File: config.mk
export PLATFORM = sky130hd
export DESIGN_NAME = uart_cmd_wrapper_flat
export DESIGN_NICKNAME = d
export VERILOG_FILES = /design/src/rtl/comm_pkg.sv /design/src/rtl/uart_cmd_wrapper_if.sv /design/src/rtl/uart_xcvr.sv /design/src/rtl/uart_cmd_wrapper.sv /design/src/flat_wrapper.sv
export SDC_FILE = /design/constraint.sdc
export NUM_CORES = 1
export LEC_CHECK = 0
export BUFFER_PORTS_ARGS = -buffer_cell sky130_fd_sc_hd__buf_2
export CAP_MARGIN = 40
export CORE_MARGIN = 10
export CORE_UTILIZATION = 40
export CTS_CLUSTER_DIAMETER = 200
export DETAILED_ROUTE_END_ITERATION = 12
export GPL_TIMING_DRIVEN = 0
export SYNTH_ARGS = -nofsm -noshare
export SYNTH_HDL_FRONTEND = slang
export SYNTH_SLANG_ARGS = --single-unit
File: constraint.sdc
create_clock -name clk -period 1.8 [get_ports clk]
set_input_delay 0.36 -clock clk [delete_from_list [all_inputs] [get_ports clk]]
set_output_delay 0.36 -clock clk [all_outputs]
set_load 0.1 [all_outputs]
File: src/rtl/comm_pkg.sv
`default_nettype none
// ============================================================================
// comm_pkg
// Shared definitions for the host command link: frame-state encoding,
// command byte values, the acknowledge byte and a counter-width helper.
// Revision: 1.0
// ============================================================================
package comm_pkg;

  // Frame assembly states: waiting for cmd, data[15:8], data[7:0]
  typedef enum logic [1:0] {
    IDLE    = 2'd0,
    WAIT_HI = 2'd1,
    WAIT_LO = 2'd2
  } frame_state_e;

  // Command byte encodings understood by the command processor
  localparam logic [7:0] CMD_PTCH  = 8'h02;
  localparam logic [7:0] CMD_ROLL  = 8'h03;
  localparam logic [7:0] CMD_YAW   = 8'h04;
  localparam logic [7:0] CMD_THRST = 8'h05;
  localparam logic [7:0] CMD_CAL   = 8'h06;
  localparam logic [7:0] CMD_EMER  = 8'h07;
  localparam logic [7:0] CMD_MOFF  = 8'h08;

  // Positive acknowledge returned to the host
  localparam logic [7:0] ACK = 8'hA5;

  // Width of a counter that must hold values 0..n-1 (never less than 1 bit)
  function automatic int cnt_width(input int n);
    return (n > 1) ? $clog2(n) : 1;
  endfunction

endpackage
`default_nettype wire

File: src/rtl/uart_cmd_wrapper_if.sv
`default_nettype none
// ============================================================================
// uart_cmd_wrapper_if
// Command/response handshake between the UART command wrapper (master) and
// the command processor (slave).
// Revision: 1.0
// ============================================================================
interface uart_cmd_wrapper_if;

  logic [7:0]  cmd;          // command byte of last complete frame
  logic [15:0] data;         // data word of last complete frame
  logic        cmd_rdy;      // level: a complete frame is held
  logic        clr_cmd_rdy;  // pulse: consumer knocks down cmd_rdy
  logic [7:0]  resp;         // response byte to transmit
  logic        send_resp;    // pulse: start transmitting resp
  logic        resp_sent;    // pulse: response stop bit completed

  modport master (
    output cmd, data, cmd_rdy, resp_sent,
    input  clr_cmd_rdy, resp, send_resp
  );

  modport slave (
    input  cmd, data, cmd_rdy, resp_sent,
    output clr_cmd_rdy, resp, send_resp
  );

endinterface
`default_nettype wire

File: src/rtl/uart_xcvr.sv
`default_nettype none
// ============================================================================
// uart_xcvr
// Bit-level 8N1 UART: RX synchroniser, mid-bit sampler and framing check,
// plus an independent TX shifter. Byte handshake on rx_byte/rx_rdy and
// tx_byte/trmt/tx_done.
// Revision: 1.0
// ============================================================================
module uart_xcvr
  import comm_pkg::*;
#(
  parameter int BAUD_DIV = 2604
) (
  input  wire        clk,
  input  wire        rst,
  input  wire        rx_i,
  output logic       tx_o,
  output logic [7:0] rx_byte,
  output logic       rx_rdy,
  output logic       frm_err_o,
  input  wire  [7:0] tx_byte,
  input  wire        trmt,
  output logic       tx_done
);

  localparam int            CW      = cnt_width(BAUD_DIV);
  localparam logic [CW-1:0] HALF_M1 = CW'(BAUD_DIV / 2 - 1);
  localparam logic [CW-1:0] FULL_M1 = CW'(BAUD_DIV - 1);

  localparam logic [1:0] RX_IDLE  = 2'd0;
  localparam logic [1:0] RX_START = 2'd1;
  localparam logic [1:0] RX_DATA  = 2'd2;
  localparam logic [1:0] RX_STOP  = 2'd3;

  // ---------------------------------------------------------------- RX ----
  logic          rx_meta_q, rx_sync_q, rx_prev_q;
  logic [1:0]    rx_st_q, rx_st_d;
  logic [CW-1:0] rx_cnt_q;
  logic [2:0]    rx_bit_q;
  logic [7:0]    rx_shift_q;
  logic          w_fall, w_tick;

  assign w_fall = rx_prev_q & ~rx_sync_q;
  // The start bit is checked half a bit in; all later bits a full bit apart
  assign w_tick = (rx_st_q == RX_START) ? (rx_cnt_q == HALF_M1)
                                        : (rx_cnt_q == FULL_M1);

  // Two-flop synchroniser plus edge-detect history; idle level is high
  always_ff @(posedge clk) begin
    if (rst) begin
      rx_meta_q <= 1'b1;
      rx_sync_q <= 1'b1;
      rx_prev_q <= 1'b1;
    end else begin
      rx_meta_q <= rx_i;
      rx_sync_q <= rx_meta_q;
      rx_prev_q <= rx_sync_q;
    end
  end

  // Receiver state register
  always_ff @(posedge clk) begin
    if (rst) rx_st_q <= RX_IDLE;
    else     rx_st_q <= rx_st_d;
  end

  // Receiver next state: glitch rejection at start mid-bit, 8 data, stop
  always_comb begin
    rx_st_d = rx_st_q;
    case (rx_st_q)
      RX_IDLE:  if (w_fall) rx_st_d = RX_START;
      RX_START: if (w_tick) rx_st_d = rx_sync_q ? RX_IDLE : RX_DATA;
      RX_DATA:  if (w_tick && rx_bit_q == 3'd7) rx_st_d = RX_STOP;
      RX_STOP:  if (w_tick) rx_st_d = RX_IDLE;
      default:  rx_st_d = RX_IDLE;
    endcase
  end

  // Receiver outputs: good byte or framing error, both at the stop mid-bit
  always_comb begin
    rx_rdy    = (rx_st_q == RX_STOP) && w_tick &&  rx_sync_q;
    frm_err_o = (rx_st_q == RX_STOP) && w_tick && !rx_sync_q;
    rx_byte   = rx_shift_q;
  end

  // Receiver datapath: baud counter, bit index and LSB-first shift register
  always_ff @(posedge clk) begin
    if (rst) begin
      rx_cnt_q   <= '0;
      rx_bit_q   <= 3'd0;
      rx_shift_q <= 8'h00;
    end else begin
      if (rx_st_q == RX_IDLE || w_tick) rx_cnt_q <= '0;
      else                              rx_cnt_q <= rx_cnt_q + CW'(1);

      if (rx_st_q != RX_DATA)                   rx_bit_q <= 3'd0;
      else if (w_tick && rx_bit_q != 3'd7)      rx_bit_q <= rx_bit_q + 3'd1;

      if (rx_st_q == RX_DATA && w_tick) rx_shift_q <= {rx_sync_q, rx_shift_q[7:1]};
    end
  end

  // ---------------------------------------------------------------- TX ----
  logic          tx_busy_q;
  logic          tx_q;
  logic [7:0]    tx_shift_q;
  logic [CW-1:0] tx_cnt_q;
  logic [3:0]    tx_bit_q;   // 0 = start, 1..8 = data, 9 = stop
  logic          tx_done_q;

  assign tx_o    = tx_q;
  assign tx_done = tx_done_q;

  // Transmit shifter; requests while busy are dropped, line is registered
  always_ff @(posedge clk) begin
    if (rst) begin
      tx_busy_q  <= 1'b0;
      tx_q       <= 1'b1;
      tx_shift_q <= 8'h00;
      tx_cnt_q   <= '0;
      tx_bit_q   <= 4'd0;
      tx_done_q  <= 1'b0;
    end else begin
      tx_done_q <= 1'b0;
      if (!tx_busy_q) begin
        tx_q     <= 1'b1;
        tx_cnt_q <= '0;
        tx_bit_q <= 4'd0;
        if (trmt) begin
          tx_busy_q  <= 1'b1;
          tx_q       <= 1'b0;
          tx_shift_q <= tx_byte;
        end
      end else if (tx_cnt_q == FULL_M1) begin
        tx_cnt_q <= '0;
        if (tx_bit_q == 4'd9) begin
          tx_busy_q <= 1'b0;
          tx_q      <= 1'b1;
          tx_done_q <= 1'b1;
        end else begin
          tx_bit_q   <= tx_bit_q + 4'd1;
          tx_q       <= (tx_bit_q == 4'd8) ? 1'b1 : tx_shift_q[0];
          tx_shift_q <= {1'b0, tx_shift_q[7:1]};
        end
      end else begin
        tx_cnt_q <= tx_cnt_q + CW'(1);
      end
    end
  end

endmodule
`default_nettype wire

File: src/rtl/uart_cmd_wrapper.sv
`default_nettype none
// ============================================================================
// uart_cmd_wrapper
// Copter-side host command link: assembles 3-byte frames (cmd, data hi,
// data lo) from the UART, presents them with cmd_rdy, and returns a single
// response byte. Optional inter-byte timeout: FRAME_TIMEOUT_EN.
// Revision: 1.0
// ============================================================================
module uart_cmd_wrapper
  import comm_pkg::*;
#(
  parameter int BAUD_DIV = 2604,
  parameter int TMO_BITS = 20
) (
  input  wire              clk,
  input  wire              rst,
  input  wire              RX,
  output logic             TX,
  uart_cmd_wrapper_if.master bus
);

  logic [7:0]   w_rx_byte;
  logic         w_rx_rdy, w_frm_err, w_tmo;
  logic         w_ld_cmd, w_ld_hi, w_done;
  frame_state_e state_q, state_d;
  logic [7:0]   sh_cmd_q, sh_hi_q, cmd_q;
  logic [15:0]  data_q;
  logic         set_pend_q, cmd_rdy_q;

  uart_xcvr #(
    .BAUD_DIV (BAUD_DIV)
  ) u_xcvr (
    .clk       (clk),
    .rst       (rst),
    .rx_i      (RX),
    .tx_o      (TX),
    .rx_byte   (w_rx_byte),
    .rx_rdy    (w_rx_rdy),
    .frm_err_o (w_frm_err),
    .tx_byte   (bus.resp),
    .trmt      (bus.send_resp),
    .tx_done   (bus.resp_sent)
  );

`ifdef FRAME_TIMEOUT_EN
  localparam int TMO_CYC = TMO_BITS * BAUD_DIV;
  localparam int GW      = cnt_width(TMO_CYC + 1);
  logic [GW-1:0] gap_q;

  // Inter-byte gap timer: only runs while a frame is partially assembled
  always_ff @(posedge clk) begin
    if (rst || state_q == IDLE || w_rx_rdy) gap_q <= '0;
    else                                    gap_q <= gap_q + GW'(1);
  end

  assign w_tmo = (gap_q == GW'(TMO_CYC - 1));
`else
  // No timeout: a partial frame waits for its remaining bytes indefinitely;
  // the term keeps TMO_BITS referenced in this build
  assign w_tmo = 1'b0 & (TMO_BITS > 0);
`endif

  // Frame state register
  always_ff @(posedge clk) begin
    if (rst) state_q <= IDLE;
    else     state_q <= state_d;
  end

  // Frame next state; a received byte takes priority over a same-cycle timeout
  always_comb begin
    state_d = state_q;
    if (w_frm_err) begin
      state_d = IDLE;
    end else if (w_rx_rdy) begin
      case (state_q)
        IDLE:    state_d = WAIT_HI;
        WAIT_HI: state_d = WAIT_LO;
        WAIT_LO: state_d = IDLE;
        default: state_d = IDLE;
      endcase
    end else if (w_tmo) begin
      state_d = IDLE;
    end
  end

  // Frame outputs: which register each incoming byte is steered into
  always_comb begin
    w_ld_cmd = (state_q == IDLE)    && w_rx_rdy;
    w_ld_hi  = (state_q == WAIT_HI) && w_rx_rdy;
    w_done   = (state_q == WAIT_LO) && w_rx_rdy;
  end

  // Shadow and visible registers; cmd/data only move on frame completion
  always_ff @(posedge clk) begin
    if (rst) begin
      sh_cmd_q   <= 8'h00;
      sh_hi_q    <= 8'h00;
      cmd_q      <= 8'h00;
      data_q     <= 16'h0000;
      set_pend_q <= 1'b0;
      cmd_rdy_q  <= 1'b0;
    end else begin
      if (w_ld_cmd) sh_cmd_q <= w_rx_byte;
      if (w_ld_hi)  sh_hi_q  <= w_rx_byte;
      if (w_done) begin
        cmd_q  <= sh_cmd_q;
        data_q <= {sh_hi_q, w_rx_byte};
      end
      set_pend_q <= w_done;
      // Setting beats a coincident clear
      if (set_pend_q)                        cmd_rdy_q <= 1'b1;
      else if (bus.clr_cmd_rdy || w_ld_cmd)  cmd_rdy_q <= 1'b0;
    end
  end

  assign bus.cmd     = cmd_q;
  assign bus.data    = data_q;
  assign bus.cmd_rdy = cmd_rdy_q;

endmodule
`default_nettype wire

File: src/flat_wrapper.sv
// flat-port wrapper written by rule: the top's interface ports become plain ports
module uart_cmd_wrapper_flat import comm_pkg::*;
#(
  parameter int BAUD_DIV = 2604,
  parameter int TMO_BITS = 20
)
  (clk, rst, RX, TX, bus_cmd, bus_data, bus_cmd_rdy, bus_resp_sent, bus_clr_cmd_rdy, bus_resp, bus_send_resp);
  uart_cmd_wrapper_if bus_i ();
  input  wire clk;
  input  wire rst;
  input  wire RX;
  output logic TX;
  output wire logic [$bits(bus_i.cmd)-1:0] bus_cmd;
  output wire logic [$bits(bus_i.data)-1:0] bus_data;
  output wire logic [$bits(bus_i.cmd_rdy)-1:0] bus_cmd_rdy;
  output wire logic [$bits(bus_i.resp_sent)-1:0] bus_resp_sent;
  input wire logic [$bits(bus_i.clr_cmd_rdy)-1:0] bus_clr_cmd_rdy;
  input wire logic [$bits(bus_i.resp)-1:0] bus_resp;
  input wire logic [$bits(bus_i.send_resp)-1:0] bus_send_resp;
  assign bus_cmd = bus_i.cmd;
  assign bus_data = bus_i.data;
  assign bus_cmd_rdy = bus_i.cmd_rdy;
  assign bus_resp_sent = bus_i.resp_sent;
  assign bus_i.clr_cmd_rdy = bus_clr_cmd_rdy;
  assign bus_i.resp = bus_resp;
  assign bus_i.send_resp = bus_send_resp;
  uart_cmd_wrapper #(.BAUD_DIV(BAUD_DIV), .TMO_BITS(TMO_BITS)) u_core (.clk(clk), .rst(rst), .RX(RX), .TX(TX), .bus(bus_i));
endmodule
==> impl_results.md, run 1 <==
- Maxcap violations: 0
- Asr flop ratio synth: 0%
- VDD IR-drop max: around 0.45 mV
- Core area: 10300 um2
- Nets@finish: between 500 and 600
- Post-route ant nets: 0
- Unrepaired setup endpoints after global routing: yes
- Vias/cell: roughly 5.1
- Min cycle time layout: around 1.7 ns
- Final cycle utilization of the critical path: a little over nine tenths
- Overflow after GRT: 0
- GPL Wtd Cong: approximately 0.79
- Worst path slowest cell: dfxtp_4
- CTS root buffer: clkbuf_8
- Worst skew pair latency: ~0.36 ns
- CP Data Required Time: 2.09 ns
- Synth Area per Inst: 9.36 um2
- Net count after synthesis: around 470
- Fillers: a little under 1000
- Cell row count: 37
- GRT Overall Usage: between 10 and 15%
- Setup ws final: 0.0645 ns
- Global-route wire length before repair: 15.0 mm
- Port buffer count: 39
- CP startpoint kind: register
- WP data arrival: approximately 2.0 ns
- Status: finished, final reports clean
- Design Area, Final: 5220 um2
- Critical path class: reg -> reg
- Die boundary width: between 100 and 150 um
- Yosys top cell by area: dfxtp_1
- Share of the synthesized area in the top cell type: 46.9%
- Num ports: 40
- CP max FO: 8
- Mapped Area: 4220 um2
- Drt pass-1 iters: 4
- Synth warn: 0
- Share of cells above drive strength 1: between 20% and 30%
- Mean routed wirelength per cell: approximately 14 um
- Most frequent cells in the layout: dfxtp_1 (93), nor2_1 (43), buf_2 (41)
- Top post-synthesis cells by area: dfxtp_1 (47%), mux2i_1 (8.3%), nand3_1 (4.3%)
- Max Fclk: around 580 MHz
- Largest net degree at the start of global routing: 19
- Die area: roughly 15000 um2
- Power, Total: around 3900 uW
- # setup viols final: 0
- CTS Sinks: just under 100
- Sequential-to-total area share from yosys stat: 46.9%
- Worst-Margin Slew: 0.644 ns
- Commonest non-fill, non-tap cell in the layout: dfxtp_1
- Drt drc: 0
- Cells after Synth: roughly 450
- Rel. slew slack: 57.1%
- CTS tree: done
- Max clock buf depth: 2
- Die Span Y: approximately 120 um
- Vias in the first global route: roughly 3100
- Routed WL: between 9 and 10 mm
- Post-synth cell types: 50
- Fin. Hold Viols: 0
- Initial drt markers: between 100 and 150
- Max incr delay on CP: roughly 0.37 ns
- CTS Buf Count: 9
- Vias: 3320
- H-tree depth: 3
- Crit-path cells: nor2b_4 > mux2i_4 > buf_12 > and3_4 > clkbuf_16 > nand3_2 > a21oi_2
- Pwr Density: 742 nW/um2
- Pre-CTS setup slack: -0.320 ns
- Synthesis-stage register bit count: 99
- Leakage: around 0.0020 uW
- Initial Utilization: between 40% and 50%
- Initial antenna violation count: 0
- Worst hold path type: in -> reg
- Max-slew violations: 0
- Layout Skew: 0.0162 ns
- Post-Place Cell Area: roughly 4600 um2
- Synth-to-layout area growth: 23.6%
- Post-synth EDFFs: 0
- Ys flop type: dfxtp_1
- Ant diodes: 0
- Clock-pin slew on the worst setup and hold paths: ~0.10 ns
- HPWL Detailed: between 6 and 7 mm
- Critical Path Sink Type: register
layout make-up:
cell class / instances / area (um2) / share of cell area [%]
timing repair buffer: 56 / 389 / 7.46
inverter: 10 / 37.5 / 0.719
multi-input combinational: 316 / 2260 / 43.3
clock buffer: 9 / 124 / 2.37
tap: 136 / 170 / 3.26
sequential: 99 / 2000 / 38.3
buffer: 23 / 159 / 3.04
clock inverter: 7 / 82.6 / 1.58
through the flow:
stage | hold slack, ns | utilization, % | TNS, ns | instances
finish | 0.202 | 50.6 | 0 | 656
CTS | 0.181 | 48.0 | 0 | 651
global placement | 0.393 | 44.4 | -10.81 | 626
floorplan | 0.389 | - | 0 | 451
global route | 0.184 | 50.6 | -0.262 | 656
detailed placement | 0.399 | 44.4 | -13.01 | 626
what timing repair did:
item,4_1_cts,5_1_grt
setup buffers,10,6
hold buffers,0,0
gates cloned,0,1
gates resized for setup,19,66
pin swaps,3,21
endpoints found under the setup margin,89,82
sequential cells by signal (all words and copies together), names as in the netlist, 2 cells and up, named ones only:
signal                    cells
u_core.bus.cmd                8
u_core.bus.data              16
u_core.sh_cmd_q               8
u_core.sh_hi_q                8
u_core.state_q                2
u_core.u_xcvr.rx_bit_q        3
u_core.u_xcvr.rx_byte         8
u_core.u_xcvr.rx_cnt_q       12
u_core.u_xcvr.tx_bit_q        4
u_core.u_xcvr.tx_cnt_q       12
u_core.u_xcvr.tx_shift_q      8
report_power, final:
group | switching [uW] | internal, uW
Combinational | 98.4 | 65.8
Sequential | 17.5 | 2210
Clock | 816 | 667
Total | 932 | 2940
critical path: cells and delay by family (launching register included):
kind	cells	cell delay, ns
compound gates	1	0.13
flops	1	0.37
buf+inv	2	0.32
mux	1	0.28
simple gates	3	0.57
cell usage after synthesis, types with 9 or more instances:
master    instances
a211oi_1         15
a21oi_1          31
clkbuf_1         16
dfxtp_1          99
inv_1            10
mux2i_1          35
nand2_1          12
nand2b_1         27
nand3_1          36
nor2_1           43
o21ai_0          21
xnor2_1           9
xor2_1           13
kinds of logic after synthesis:
kind of cell	Yosys count	synth area share (%)
and+or+nand+nor	165	21.2
buffers and inverters	36	3.88
DFF	99	46.9
muxes	36	8.83
adders and majority gates	7	2.07
AOI/OAI and AO/OA	86	12.5
xor gates and xnor gates	22	4.56
worst paths after layout:
kind                            startpoint                 endpoint  slack [ns]  cells past startpoint
setup / recovery  u_core.u_xcvr.rx_st_q[0]      u_core.bus.data[15]        0.06                      7
setup reg to reg  u_core.u_xcvr.rx_st_q[0]      u_core.bus.data[15]        0.06                      7
hold / removal                          RX  u_core.u_xcvr.rx_meta_q        0.20                      2
hold reg to reg    u_core.u_xcvr.rx_meta_q  u_core.u_xcvr.rx_sync_q        0.42                      1
routing by layer:
| layer | GRT usage, % | vias to the layer above | share of wire (%) |
|---|---|---|---|
| li1 | - | 1706 | - |
| met1 | 16.1 | 1556 | 49 |
| met2 | 18.5 | 52 | 45 |
| met3 | 3.49 | 6 | 5.1 |
| met4 | 3.31 | 0 | 0.68 |
| met5 | 0 | - | 0 |
No activity file was read; power rests on OpenSTA's default activity.
==> run 2: changes to the inputs <==
--- a/config.mk
+++ b/config.mk
@@ -12,6 +12,8 @@
 export CTS_CLUSTER_DIAMETER = 200
 export DETAILED_ROUTE_END_ITERATION = 12
 export GPL_TIMING_DRIVEN = 0
+export RECOVER_POWER = 100
+export SETUP_SLACK_MARGIN = 0.1
 export SYNTH_ARGS = -nofsm -noshare
 export SYNTH_HDL_FRONTEND = slang
 export SYNTH_SLANG_ARGS = --single-unit
==> run 2 against run 1 <==
Effect of this change:
- non-clock buffer count rose by 9
- power rose by 1.6%
- count of clock-buffer cells in the layout rose by 2
- critical path depth did not move
- wire length rose by 7.7%
- via count rose by 3.2%
- largest cell class unchanged
- global-route usage rose by 0.87 points
- largest power group unchanged
- design area rose by 2.1%
- flip-flop and latch count did not move
- combinational power rose by 5%
- die area did not move
- register-to-register slack got worse by 0.04 ns
==> impl_results.md, run 2 (synthesized netlist as in run 1, its figures left out) <==
- Status: finished, final reports clean
- Most frequent cells in the layout: dfxtp_1 (91), nor2_1 (43), mux2i_1 (34)
- Max-slew violations: 0 (unchanged)
- Internal: 2990 uW (+1.5%)
- # setup viols final: 0 (unchanged)
- Synth-to-layout area growth: 26.2%
- Port buffer count: 39 (unchanged)
- Global-route wire length before repair: 15.9 mm (+6.1%)
- Layout Skew: 0.0185 ns (+0.00233 ns)
- Max Fclk: 564 MHz (-2.2%)
- CTS Sinks: 99 (unchanged)
- Clock network fraction of total power: 39.0% (+0.7 points)
- Initial antenna violation count: 0 (unchanged)
- Drt pass-1 iters: 4 (unchanged)
- Mean routed wirelength per cell: 14.9 um (+6.3%)
- Core area: 10300 um2 (unchanged)
- Max clock buf depth: 2 (unchanged)
- CP startpoint kind: register
- Overflow after GRT: 0 (unchanged)
- Min cycle time layout: 1.77 ns (+0.0386 ns)
- Worst skew pair latency: 0.37 ns (about the same)
- Cell row count: 37 (unchanged)
- CP max FO: 7 (-1)
- Share of cells above drive strength 1: 29.1% (+3.3 points)
- Rel. slew slack: 53.7% (-3.4 points)
- Largest net degree at the start of global routing: 18 (-1)
- Vias: 3425 (+3.2%)
- Die Span Y: 123 um (unchanged)
- Num ports: 40 (unchanged)
- Routed WL: 9.92 mm (+7.7%)
- Power, Total: 3930 uW (+1.6%)
- Commonest non-fill, non-tap cell in the layout: dfxtp_1
- Vias in the first global route: 3262 (+4.1%)
- Die area: 15100 um2 (unchanged)
- Final cycle utilization of the critical path: 98.6% (+2.1 points)
- Nets@finish: 544 (+1.7%)
- Metal2 WL: 4.47 mm (+8.4%)
- Unrepaired setup endpoints after global routing: yes
- Leakage: 0.00201 uW (+1.6%)
- CTS tree: done
- Met1 wire length: 4.75 mm (+4.5%)
- H-tree depth: 3 (unchanged)
- Net Sw Frac: 24.1% (+0.047 points)
- Drt drc: 0 (unchanged)
- CP Data Required Time: 2.06 ns (-0.03 ns)
- Ant diodes: 0 (unchanged)
- WP data arrival: 2.04 ns (about the same)
- Vias/cell: 5.15 (+1.8%)
- Met3 wire len: 559 um (+18%)
- Initial drt markers: 149 (+2.1%)
- TNS Setup: 0 ns (unchanged)
- Sequential share of power: 56.7% (-0.8 points)
- Initial Utilization: 40.9% (unchanged)
- Hold-fix buffers, CTS: 0 (unchanged)
- Clock-pin slew on the worst setup and hold paths: 0.11 ns (about the same)
- Max Used Layer: met4
- Worst hold path type: in -> reg
- VDD IR-drop max: 0.546 mV (+20%)
- Post-route ant nets: 0 (unchanged)
- Die boundary width: 123 um (unchanged)
- CTS Buf Count: 9 (unchanged)
- Fin. Hold Viols: 0 (unchanged)
- Number of flip-flops in the largest register: 16 (unchanged)
- Worst-Margin Slew: 0.695 ns (+0.0509 ns)
- Gate power share: 4.4% (+0.2 points)
- HPWL Detailed: 6.49 mm (+0.20%)
- Psw: 948 uW (+1.8%)
- Critical path class: reg -> reg
- GPL Wtd Cong: 0.777 (-1.8%)
- GRT Overall Usage: 12.9% (+0.87 points)
- CTS root buffer: clkbuf_8
- Pwr Density: 739 nW/um2 (-0.51%)
- Critical Path Sink Type: register
- Maxcap violations: 0 (unchanged)
[run 2: worst paths after layout]
check,cells after the start,slack [ns],end,startpoint
hold / removal,2,0.18,u_core.u_xcvr.rx_meta_q,RX
hold reg to reg,1,0.43,u_core.u_xcvr.rx_sync_q,u_core.u_xcvr.rx_meta_q
setup reg to reg,7,0.03,u_core.u_xcvr.rx_byte[2],u_core.u_xcvr.rx_st_q[0]
setup / recovery,7,0.03,u_core.u_xcvr.rx_byte[2],u_core.u_xcvr.rx_st_q[0]
[run 2: layer usage]
metal / up-vias / GRT usage (%)
met5: - / 0
met4: 0 / 4.86
met3: 10 / 4.04
met2: 59 / 19.3
met1: 1628 / 17.0
li1: 1728 / -
[run 2: power groups by stage]
stage,Combinational [uW],Clock [uW],Sequential [uW]
CTS,161,1560,2230
global placement,151,0,2280
global route,190,1630,2230
finish,172,1530,2230
floorplan,96.1,0,2290
detailed placement,154,0,2280
[run 2: critical path: stages, from the launching register on]
cell and delay [ns]:
dfxtp_4 0.38, nor2b_4 0.20, mux2i_4 0.38, buf_4 0.18, buf_6 0.10, o2111ai_4 0.14
buf_12 0.19, mux2i_1 0.11
[run 2: cell type report]
cell class	instances	area, um2
Buffer	25	185
Timing Repair Buffer	63	428
Clock buffer	11	141
Multi-Input combinational cell	316	2300
Fill cell	973	5000
Inverter	10	37.5
Tap cell	136	170
Clock inverter	5	67.6
Sequential cell	99	2000
[run 2: stage by stage]
| stage | hold WS [ns] | cells | cell area [um2] | worst slack, ns | utilization, % |
|---|---|---|---|---|---|
| 2_1_floorplan | 0.389 | 451 | 4250 | 0.0881 | - |
| 3_3_place_gp | 0.397 | 626 | 4610 | -0.196 | 44.7 |
| 3_5_place_dp | 0.393 | 626 | 4610 | -0.211 | 44.7 |
| 4_1_cts | 0.174 | 656 | 5110 | 0.0121 | 49.5 |
| 5_1_grt | 0.173 | 665 | 5330 | -0.0416 | 51.6 |
| 6_report | 0.184 | 665 | 5330 | 0.0259 | 51.6 |
[run 2: timing repair]
item | 4_1_cts | 5_1_grt
setup endpoints to repair | 89 | 86
buffers inserted | 12 | 8
gates resized for setup | 49 | 46
gates cloned | 2 | 2
pin swaps | 25 | 27
endpoints found under the hold margin | 0 | 0
